[src/rtl/router_pkg.sv]
// Shared router definitions: header field positions, address width,
// soft-reset timeout and the destination-reader FSM state type.
package router_pkg;

  localparam int unsigned HDR_LEN_MSB      = 7;
  localparam int unsigned HDR_LEN_LSB      = 2;
  localparam int unsigned ADDR_W           = 2;
  localparam int unsigned SOFT_RST_TIMEOUT = 30;

  typedef enum logic [1:0] {
    IDLE  = 2'd0,
    DELAY = 2'd1,
    READ  = 2'd2,
    CHECK = 2'd3
  } rd_state_e;

endpackage

[src/rtl/router_parity_acc.sv]
// 8-bit XOR parity accumulator, shared by source- and destination-side logic.
// Ports:
//   clk, rst   : clock, asynchronous active-high reset
//   clr_i      : clear accumulator to 0 (highest priority)
//   seed_i     : load accumulator with data_i
//   acc_i      : XOR data_i into accumulator
//   data_i     : byte to seed or accumulate
//   par_o      : current accumulated parity
module router_parity_acc (
  input  logic       clk,
  input  logic       rst,
  input  logic       clr_i,
  input  logic       seed_i,
  input  logic       acc_i,
  input  logic [7:0] data_i,
  output logic [7:0] par_o
);

  logic [7:0] par_q;

  always_ff @(posedge clk or posedge rst) begin
    if (rst) begin
      par_q <= 8'h00;
    end else if (clr_i) begin
      par_q <= 8'h00;
    end else if (seed_i) begin
      par_q <= data_i;
    end else if (acc_i) begin
      par_q <= par_q ^ data_i;
    end
  end

  assign par_o = par_q;

endmodule

[src/rtl/router_dest_reader.sv]
// Destination-side packet reader for one router output port. Pulls header,
// payload and parity bytes from the port FIFO, streams the payload, checks
// address and parity, and reports each packet with pkt_done or pkt_drop.
// Ports:
//   clk, reset   : clock, asynchronous active-high reset
//   vld_out      : port FIFO non-empty
//   data_out     : FIFO read data, valid the cycle after a sampled read_enb
//   soft_reset   : router flush of this port
//   read_enb     : FIFO read request (combinational, gated by soft_reset)
//   byte_valid   : byte_data carries a payload byte
//   byte_data    : payload byte
//   pkt_done     : one-cycle pulse, packet fully read
//   pkt_len      : payload length of the last header
//   parity_err   : with pkt_done, parity mismatch
//   addr_err     : with pkt_done, header address is not PORT_ID
//   pkt_drop     : one-cycle pulse, packet aborted by soft_reset
module router_dest_reader
  import router_pkg::*;
#(
  parameter int unsigned PORT_ID  = 0,
  parameter int unsigned RD_DELAY = 0
) (
  input  logic       clk,
  input  logic       reset,
  input  logic       vld_out,
  input  logic [7:0] data_out,
  input  logic       soft_reset,
  output logic       read_enb,
  output logic       byte_valid,
  output logic [7:0] byte_data,
  output logic       pkt_done,
  output logic [5:0] pkt_len,
  output logic       parity_err,
  output logic       addr_err,
  output logic       pkt_drop
);

  localparam int unsigned CNT_W = 7;
  localparam int unsigned DLY_W = 6;

  rd_state_e         state_q;
  logic [DLY_W-1:0]  dly_q;
  logic [CNT_W-1:0]  issued_q;
  logic [CNT_W-1:0]  rcvd_q;
  logic [CNT_W-1:0]  total_q;
  logic              rd_pend_q;
  logic [ADDR_W-1:0] addr_q;
  logic [5:0]        pkt_len_q;
  logic              byte_valid_q;
  logic [7:0]        byte_data_q;
  logic              pkt_done_q;
  logic              parity_err_q;
  logic              addr_err_q;
  logic              pkt_drop_q;

  logic [5:0] hdr_len;
  logic       in_read;
  logic       hdr_byte;
  logic       par_byte;
  logic       pay_byte;
  logic [7:0] par_acc;

  assign hdr_len = data_out[HDR_LEN_MSB:HDR_LEN_LSB];

  // Reads stop once issued reaches total, so the next header stays in the FIFO.
  assign read_enb = (state_q == READ) && vld_out && (issued_q < total_q) && !soft_reset;

  // Byte classification of the data returned for the previous read.
  assign in_read  = (state_q == READ) && !soft_reset;
  assign hdr_byte = rd_pend_q && (rcvd_q == '0);
  assign par_byte = rd_pend_q && (rcvd_q != '0) && (rcvd_q == total_q - 7'd1);
  assign pay_byte = rd_pend_q && (rcvd_q != '0) && !par_byte;

  router_parity_acc u_parity_acc (
    .clk    (clk),
    .rst    (reset),
    .clr_i  (state_q == IDLE),
    .seed_i (in_read && hdr_byte),
    .acc_i  (in_read && pay_byte),
    .data_i (data_out),
    .par_o  (par_acc)
  );

  // Reader FSM with registered status outputs.
  always_ff @(posedge clk or posedge reset) begin
    if (reset) begin
      state_q      <= IDLE;
      dly_q        <= '0;
      issued_q     <= '0;
      rcvd_q       <= '0;
      total_q      <= '0;
      rd_pend_q    <= 1'b0;
      addr_q       <= '0;
      pkt_len_q    <= '0;
      byte_valid_q <= 1'b0;
      byte_data_q  <= '0;
      pkt_done_q   <= 1'b0;
      parity_err_q <= 1'b0;
      addr_err_q   <= 1'b0;
      pkt_drop_q   <= 1'b0;
    end else begin
      byte_valid_q <= 1'b0;
      pkt_done_q   <= 1'b0;
      parity_err_q <= 1'b0;
      addr_err_q   <= 1'b0;
      pkt_drop_q   <= 1'b0;
      rd_pend_q    <= read_enb;

      case (state_q)
        IDLE: begin
          issued_q <= '0;
          rcvd_q   <= '0;
          total_q  <= 7'd127;
          if (vld_out) begin
            if (RD_DELAY == 0) begin
              state_q <= READ;
            end else begin
              dly_q   <= DLY_W'(RD_DELAY);
              state_q <= DELAY;
            end
          end
        end

        DELAY: begin
          if (soft_reset) begin
            pkt_drop_q <= 1'b1;
            state_q    <= IDLE;
          end else begin
            dly_q <= dly_q - 6'd1;
            if (dly_q <= 6'd1) begin
              state_q <= READ;
            end
          end
        end

        READ: begin
          if (soft_reset) begin
            // Abort: any byte still in flight is discarded.
            pkt_drop_q <= 1'b1;
            rd_pend_q  <= 1'b0;
            state_q    <= IDLE;
          end else begin
            if (read_enb) begin
              issued_q <= issued_q + 7'd1;
            end
            if (rd_pend_q) begin
              rcvd_q <= rcvd_q + 7'd1;
            end
            if (hdr_byte) begin
              pkt_len_q <= hdr_len;
              addr_q    <= data_out[ADDR_W-1:0];
              total_q   <= CNT_W'(hdr_len) + 7'd2;
            end
            if (pay_byte) begin
              byte_valid_q <= 1'b1;
              byte_data_q  <= data_out;
            end
            if (par_byte) begin
              pkt_done_q   <= 1'b1;
              parity_err_q <= (par_acc != data_out);
              addr_err_q   <= (addr_q != ADDR_W'(PORT_ID));
              state_q      <= CHECK;
            end
          end
        end

        CHECK: begin
          state_q <= IDLE;
        end

        default: begin
          state_q <= IDLE;
        end
      endcase
    end
  end

  assign byte_valid = byte_valid_q;
  assign byte_data  = byte_data_q;
  assign pkt_done   = pkt_done_q;
  assign pkt_len    = pkt_len_q;
  assign parity_err = parity_err_q;
  assign addr_err   = addr_err_q;
  assign pkt_drop   = pkt_drop_q;

endmodule

[config.mk]
export PLATFORM = sky130hd
export DESIGN_NAME = router_dest_reader
export DESIGN_NICKNAME = d
export VERILOG_FILES = /design/src/rtl/router_pkg.sv /design/src/rtl/router_parity_acc.sv /design/src/rtl/router_dest_reader.sv
export SDC_FILE = /design/constraint.sdc
export NUM_CORES = 1
export LEC_CHECK = 0
export ABC_AREA = 1
export BUFFER_PORTS_ARGS = -buffer_cell sky130_fd_sc_hd__buf_2
export CAP_MARGIN = 40
export CELL_PAD_IN_SITES_DETAIL_PLACEMENT = 1
export CELL_PAD_IN_SITES_GLOBAL_PLACEMENT = 1
export CORE_MARGIN = 2
export CORE_UTILIZATION = 50
export CTS_BUF_LIST = sky130_fd_sc_hd__clkbuf_4
export CTS_CLUSTER_DIAMETER = 200
export DETAILED_ROUTE_END_ITERATION = 16
export PLACE_DENSITY = 0.93
export SLEW_MARGIN = 5
export SYNTH_ARGS = -nofsm -noshare
export SYNTH_HDL_FRONTEND = slang
export SYNTH_SLANG_ARGS = --single-unit
[constraint.sdc]
create_clock -name clk -period 4.61 [get_ports clk]
set_clock_uncertainty 0.05 [all_clocks]
set_input_delay 0.922 -clock clk [delete_from_list [all_inputs] [get_ports clk]]
set_output_delay 0.922 -clock clk [all_outputs]
set_load 0.03 [all_outputs]
* Word level (Yosys, flattened, before mapping)
Cells that the tools add are included.
Word-level totals: flip-flop bits (word level) 59, latch bits 0, memory bits (writable) 0, memory bits (read-only) 0, input bits 12, output and inout port bits 20, logic and storage cells 96, memories 0
Operators by class: add/sub/neg operators 5, multiply operators 0, divide/modulo/power cells 0, order comparisons 2, equality and inequality tests 12, shift operators 0, muxes and demuxes 34, bitwise gates (word level) 2, reduce and logical (&&, ||, !) cells 26
Operators with widths (number):
- $mux W7 | 6
- $pmux W7 S2 | 3
- $mux W8 | 3
- $reduce_and A3 Y1 | 6
- $mux W1 | 16
- $add A7 B1 Y7 const B | 2
- $logic_and A1 B1 Y1 | 10
- $mux W2 | 5
- $ne A2 B2 Y1 const B | 5
- $ne A8 B8 Y1 | 1
- $pmux W2 S4 | 1
- $xor A8 B8 Y8 | 1
- $add A6 B2 Y7 const B | 1
- $eq A7 B7 Y1 | 1
- $logic_not A7 Y1 | 1
- $lt A7 B7 Y1 | 1
- $reduce_bool A7 Y1 | 1
- $sub A7 B1 Y7 const B | 1
- $le A6 B1 Y1 const B | 1
- $ne A3 B3 Y1 const B | 2
- $sub A6 B1 Y6 const B | 1
- $eq A2 B2 Y1 const B | 2
- $reduce_bool A2 Y1 | 2
- $reduce_bool A3 Y1 | 1
- 6 further kinds | 7

* Longest topological paths before layout
Gate-level depths: netlist of run 1.
word-level depth 9, depth in mapped cells 16, mapped depth without buffers 15

* Hierarchy
A second synthesis of run 1 with hierarchy kept.
Unflattened totals: cell total of the unflattened synthesis 415, area, all modules 3389.5 µm²
By module, submodules not included:
- router_dest_reader | times used 1, cells an instance 345, area an instance 2915.3 µm², sequential area each 1276.2 µm²
- router_parity_acc | times used 1, cells an instance 70, area an instance 474.2 µm², sequential area each 200.2 µm²

* Least setup slack after synthesis of run 1
Ideal clock, no wire load.
kind input to output, start in vld_out, end out read_enb, data arrival time 1.459 ns, data required time 3.638 ns, slack 2.179 ns, stages on the path 4, path buffers 0, cell sequence nand2_1 > inv_1 > nand4_2 > inv_1
Between the ends: cells in the longest elaborated chain, start to end 3
Ends and longest elaborated chain:
- start: declaration | RTL line router_dest_reader.sv:25 | input logic vld_out,
- $logic_and A1 B1 Y1 (3 in a row) | RTL line router_dest_reader.sv:66 | assign read_enb = (state_q == READ) && vld_out && (issued_q < total_q) && !soft_reset;
- end: declaration | RTL line router_dest_reader.sv:28 | output logic read_enb,
No other way between the ends.

* Worst setup path in the final report of run 1
start reg total_q[4], end out read_enb
Between the ends: cells in the longest elaborated chain, start to end 3
Ends and longest elaborated chain:
- start: declaration | RTL line router_dest_reader.sv:45 | logic [CNT_W-1:0] total_q;
- start signal: assignment | RTL line router_dest_reader.sv:152 | total_q <= CNT_W'(hdr_len) + 7'd2;
- $lt A7 B7 Y1 | RTL line router_dest_reader.sv:66
- $logic_and A1 B1 Y1 (2 in a row) | RTL line router_dest_reader.sv:66
No other way between the ends.

==> impl_metrics.py, run 1 <==
metrics = {
    "sta": {
        "fin_crit_ns": 3.15,
        "timing_max_transition_violations_final": 0,
        "slew_headroom_pct": 61.3,
        "hold_viol": 0,
        "tightest_slew_ns": 0.573,
        "setup_ws_ns": 1.46,
        "fin_tns_setup_ns": 0,
        "fmax_ghz": 0.318,
        "fin_crit_sh_pct": 68.3,
        "setup_viol": 0,
        "rsz0062_at_grt": "false",
        "whs_ns": 0.438,
    },
    "die": {
        "pin_count": 32,
        "die_h_um": 86.1,
        "design.die.area_sq_um": 7410,
        "rows": 29,
        "start_util_pct": 52.4,
        "core_sq_um": 6420,
        "die_x_um": 86.1,
    },
    "drt": {
        "dr.pass1.iters": 4,
        "vias": 2804,
        "routedWlPerCell_um": 16.8,
        "dr_wl_met2_um": 4330,
        "drtIter0Drc": 131,
        "route.met3.wl_um": 327,
        "wl_met1_um": 3750,
        "viasPerCell": 5.50,
        "ant_nets": 0,
        "drc": 0,
        "wl_um": 8590,
        "top_layer_used": "met4",
    },
    "yosys": {
        "async_flop_share_pct": 100,
        "ys_ff_latch": 59,
        "netlist_top_cells_count": "nand2_1, dfrtp_1, inv_1",
        "synth_top_cell_by_area": "dfrtp_1",
        "seq_area_frac_synth_pct": 43.8,
        "synthesis.nets": 422,
        "ys.flop_type": "dfrtp_1",
        "ys_types": 34,
        "synth_edf_count": 0,
        "synth_area_leaders": "dfrtp_1, nand2_1, ha_1",
        "yosys.area.top_type_share_pct": 43.8,
        "yosys_warnings": 0,
        "synthMostInstantiatedCell": "nand2_1",
        "avgSynthCellArea_sq_um": 8.55,
        "syn_inst": 394,
        "syn_area_sq_um": 3370,
    },
    "placement": {
        "io_buffers": 31,
        "gp_congestion": 0.851,
        "dp_slack_ns": 1.85,
        "dp_hpwl_um": 6280,
        "dpl_cell_area_sq_um": 3560,
        "dpl.cell_count": 494,
    },
    "cells_and_area": {
        "area_growth_pct": 9.88,
        "fillers": 815,
        "layout-drive-gt1-share_pct": 23.3,
        "design_area_sq_um": 3700,
        "diodes": 0,
        "final_cell_count_no_fill": 510,
        "num-nets-final": 456,
        "utilization_pct": 57.6,
    },
    "power": {
        "finalPower_mw": 1.93,
        "p_per_area_nw_per_um2": 521,
        "ir_worst_vdd_mv": 0.272,
        "p_leak_nw": 1.92,
    },
    "cts": {
        "holdBufCountCts": 0,
        "cts.repair.resized": 0,
        "cts_inserted_buffers": 9,
        "cts_tree": "done",
        "root_buffer": "clkbuf_4",
        "cts_sinks": 59,
        "clock_path_buffers": 2,
        "insertion_delay_ns": 0.43,
        "cts.htree.levels": 3,
        "clk_pin_slew_ns": 0.13,
        "post_cts_buffers": 0,
    },
    "setup_path": {
        "crit_chain": "inv_1 -> ha_1 -> a21oi_1 -> o21a_1 -> nand4_2 -> inv_1 -> buf_2",
        "crit_type": "register to output port",
        "cpMostUsedCell": "inv_1",
        "critPathArrivalTime_ns": 2.18,
        "cp_num_buf_inv": 3,
        "critPathCaptureType": "output port",
        "cp_max_fo": 8,
        "startpoint_type": "register",
        "crit_family": "buffers and inverters",
        "critical_path_required_ns": 3.64,
        "cpPeakStageDelay_ns": 0.43,
        "crit_slowest_cell": "dfrtp_1",
    },
    "global_route": {
        "grt.overflow.total": 0,
        "grt_max_degree": 39,
        "grt_pass1_vias": 3017,
        "grt_pass1_wl_um": 14600,
        "antenna_found_initial": 0,
        "grt_usage_pct": 25.6,
    },
    "min_path": {
        "min_path_type": "register to register",
    },
    "job": {
        "maxCapViolations": 0,
    },
    "run_status": {
        "status": "complete, no violations",
    },
}
-- path summary, 6_finish.rpt --
| path | slack [ns] | end | depth (start not counted) | startpoint |
|---|---|---|---|---|
| hold / removal | 0.44 | dly_q[5] | 1 | dly_q[5] |
| min in group asynchronous | 0.45 | pkt_len[2] | 2 | reset |
| hold reg to reg | 0.44 | dly_q[5] | 1 | dly_q[5] |
| setup / recovery | 1.46 | read_enb | 7 | total_q[4] |
| max in group asynchronous | 3.16 | state_q[1] | 3 | reset |
| setup reg to reg | 1.97 | u_parity_acc.par_o[1] | 11 | state_q[0] |
-- cell type report --
type / count / area (sq um) / area share [%]
clock inverter: 5 / 53.8 / 1.45
multi-input combinational: 274 / 1630 / 44.0
clock buffer: 11 / 82.6 / 2.23
sequential: 59 / 1480 / 39.9
timing repair buffer: 33 / 170 / 4.60
inverter: 51 / 194 / 5.24
tap: 77 / 96.3 / 2.60
-- metal layers --
layer	global-route usage (%)	vias up
met5	0	-
li1	-	1342
met4	11.1	0
met1	32.5	1401
met2	42.8	47
met3	4.52	14
-- cell families (layout without fill, tap and decap cells) --
family / count (synthesis) / after routing / synth area share, %
buffers and inverters: 61 / 100 / 7.84
AND/OR/NAND/NOR: 177 / 177 / 26.1
adder cells (fa/ha/maj): 16 / 16 / 5.95
AO/OA/AOI/OAI: 56 / 56 / 9.81
XOR/XNOR: 25 / 25 / 6.50
flip-flops: 59 / 59 / 43.8
-- report_power, final --
group	internal [mW]	switching [mW]	total [mW]
registers	0.648	0.0957	0.744
clock network	0.176	0.206	0.382
logic	0.238	0.564	0.801
-- flip-flops by register name, indices dropped and copies added (netlist names) --
name,flops
state_q,2
byte_valid,1
addr_err,1
issued_q,7
parity_err,1
rd_pend_q,1
addr_q,2
pkt_drop,1
pkt_done,1
u_parity_acc.par_o,8
dly_q,6
rcvd_q,7
total_q,7
byte_data,8
pkt_len,6
-- cells in the final DEF, fill, tap and decap left out, types with 11 or more instances in the layout --
master,instances
a21oi_1,16
buf_2,31
clkbuf_4,11
dfrtp_1,59
ha_1,16
inv_1,42
nand2_1,81
nand2_2,13
nand3_1,19
nor2_1,25
o21ai_0,24
xnor2_1,14
xor2_1,11
(Power assumes the default switching activity.)
==> run 2: changes to the inputs <==
--- a/config.mk
+++ b/config.mk
@@ -11,11 +11,11 @@
 export CELL_PAD_IN_SITES_DETAIL_PLACEMENT = 1
 export CELL_PAD_IN_SITES_GLOBAL_PLACEMENT = 1
 export CORE_MARGIN = 2
-export CORE_UTILIZATION = 50
+export CORE_UTILIZATION = 42
 export CTS_BUF_LIST = sky130_fd_sc_hd__clkbuf_4
 export CTS_CLUSTER_DIAMETER = 200
 export DETAILED_ROUTE_END_ITERATION = 16
-export PLACE_DENSITY = 0.93
+export PLACE_DENSITY = 0.84
 export SLEW_MARGIN = 5
 export SYNTH_ARGS = -nofsm -noshare
 export SYNTH_HDL_FRONTEND = slang
==> constraint.sdc (replaced) <==
create_clock -name clk -period 2.6 [get_ports clk]
set_clock_uncertainty 0.05 [all_clocks]
set_input_delay 0.52 -clock clk [delete_from_list [all_inputs] [get_ports clk]]
set_output_delay 0.52 -clock clk [all_outputs]
set_load 0.03 [all_outputs]
==> impl_metrics.py, run 2 (same netlist as run 1, synthesis figures left out) <==
metrics = {
    "cells_and_area": {
        "num-nets-final": 467,
        "layout-drive-gt1-share_pct": 27.3,
        "final_common_cell": "nand2_1",
        "mostFrequentLayoutCells": "nand2_1, dfrtp_1, inv_1, buf_2, nor2_1",
        "design_area_sq_um": 3900,
        "area_growth_pct": 15.9,
        "diodes": 0,
        "fillers": 931,
    },
    "cts": {
        "cts_sinks": 59,
        "clock_path_buffers": 2,
        "holdBufCountCts": 0,
        "root_buffer": "clkbuf_4",
        "cts.htree.levels": 3,
        "cts_inserted_buffers": 9,
        "cts_tree": "done",
        "clk_pin_slew_ns": 0.12,
        "insertion_delay_ns": 0.43,
    },
    "setup_path": {
        "r2r_slack_ns": 0.40,
        "r2r_cells": 15,
        "crit_slowest_cell": "dfrtp_1",
        "rr_startpoint": "total_q[0]",
        "critical_path_required_ns": 2.03,
        "cpPeakStageDelay_ns": 0.44,
        "crit_chain": "inv_2 -> ha_1 -> nand2_1 -> inv_1 -> nand4_1 -> nand4_4 -> inv_2 -> buf_4",
        "critPathCaptureType": "output port",
        "critPathArrivalTime_ns": 1.92,
        "startpoint_type": "register",
        "timing.rr.end": "u_parity_acc.par_o[2]",
        "cp_max_fo": 6,
        "crit_type": "register to output port",
        "cpMostUsedCell": "inv_2",
    },
    "sta": {
        "fin_crit_sh_pct": 95.7,
        "fin_crit_ns": 2.49,
        "setup_viol": 0,
        "tightest_slew_ns": 0.541,
        "fmax_ghz": 0.402,
        "slew_headroom_pct": 63.4,
        "timing_max_transition_violations_final": 0,
        "fin_tns_setup_ns": 0,
        "hold_viol": 0,
        "whs_ns": 0.0563,
    },
    "global_route": {
        "grt_usage_pct": 21.3,
        "grt_use_met1_pct": 26.1,
        "grt_pass1_wl_um": 14300,
        "grt_use_met2_pct": 37.1,
        "grt_pass1_vias": 2933,
        "antenna_found_initial": 0,
        "grt.overflow.total": 0,
        "use_met3_pct": 3.63,
        "busiest_layer": "met2",
        "grt_max_degree": 37,
    },
    "placement": {
        "dpl_cell_area_sq_um": 3620,
        "gp_congestion": 0.824,
        "dp_hpwl_um": 6470,
        "io_buffers": 31,
    },
    "min_path": {
        "min_path_type": "primary input to async pin",
    },
    "power": {
        "comb_power_share_pct": 41.2,
        "clock_power_share_pct": 22.3,
        "p_switching_mw": 1.57,
        "p_leak_nw": 1.96,
        "internal_power_mw": 2.02,
        "p_sw_share_pct": 43.7,
        "seq_power_share_pct": 36.5,
        "ir_worst_vdd_mv": 0.485,
        "p_per_area_nw_per_um2": 920,
    },
    "die": {
        "die_h_um": 93.5,
        "pin_count": 32,
        "core_sq_um": 7730,
        "start_util_pct": 43.6,
        "die_x_um": 93.5,
        "design.die.area_sq_um": 8750,
        "rows": 32,
    },
    "run_status": {
        "status": "complete, no violations",
    },
    "drt": {
        "dr.pass1.iters": 4,
        "drc": 0,
        "vias": 2796,
        "ant_nets": 0,
        "viasPerCell": 5.12,
        "wl_um": 8610,
        "routedWlPerCell_um": 15.8,
        "drtIter0Drc": 62,
    },
    "job": {
        "maxCapViolations": 0,
    },
}
==> run 2: cell count changes in the layout (fill, tap and decap cells not counted), moves of 3 or more <==
cell | before | now
buf_4 | 2 | 13
clkinv_2 | 3 | 0
clkinvlp_4 | 0 | 3
inv_1 | 42 | 38
inv_2 | 8 | 12
==> run 2: area by class of cell <==
class                           instances  area, sq um  share of cell area, %
Inverter                               51          194                   4.97
Timing Repair Buffer                   44          268                   6.86
Multi-Input combinational cell        274         1670                   42.7
Clock inverter                          7          100                   2.56
Tap cell                              102          128                   3.27
Clock buffer                            9         67.6                   1.73
Sequential cell                        59         1480                   37.9
==> run 2: power groups by stage <==
stage               Clock (mW)  Combinational, mW  Sequential [mW]
floorplan                    0              0.834             1.52
global placement             0               1.36             1.32
detailed placement           0               1.42             1.33
CTS                      0.815               1.46             1.31
global route             0.848               1.64             1.34
finish                   0.800               1.48             1.31
==> run 2: worst max-delay path: cells and delay by family, from the launching register on <==
kind,cells,cell delay (ns)
AND/OR/NAND/NOR,3,0.39
flip-flops,1,0.44
buffers and inverters,4,0.39
adder cells (fa/ha/maj),1,0.27
==> run 2: routing by layer <==
metal	share of wire, %	vias up	wire length, um
li1	-	1360	-
met1	44	1378	3780
met2	51	41	4420
met3	2.7	17	231
met4	2.0	0	173
met5	0	-	0
==> run 2: repair_timing <==
action	in CTS	in global routing
resized for setup	5	6
endpoints found under the setup margin	1	1
gates cloned	0	0
pin swaps	0	2
setup buffers	4	5
==> run 2: worst max-delay path by stage <==
stage               depth (start not counted)  slack, ns        to  startpoint
floorplan                                   1       0.57  addr_err       reset
global placement                            7       0.32  read_enb  total_q[4]
detailed placement                          7       0.23  read_enb  total_q[4]
CTS                                         7      0.009  read_enb  total_q[4]
global route                                8     -0.001  read_enb  total_q[5]
finish                                      8       0.11  read_enb  total_q[5]
==> run 2: metrics by stage <==
stage	util [%]	power (mW)	std cells	setup WS, ns
after floorplan	-	2.35	394	0.574
after global placement	46.9	2.68	521	0.323
after detailed placement	46.9	2.76	521	0.230
after CTS	49.6	3.59	541	0.00862
after global routing	50.5	3.83	546	-0.00134
final	50.5	3.59	546	0.113
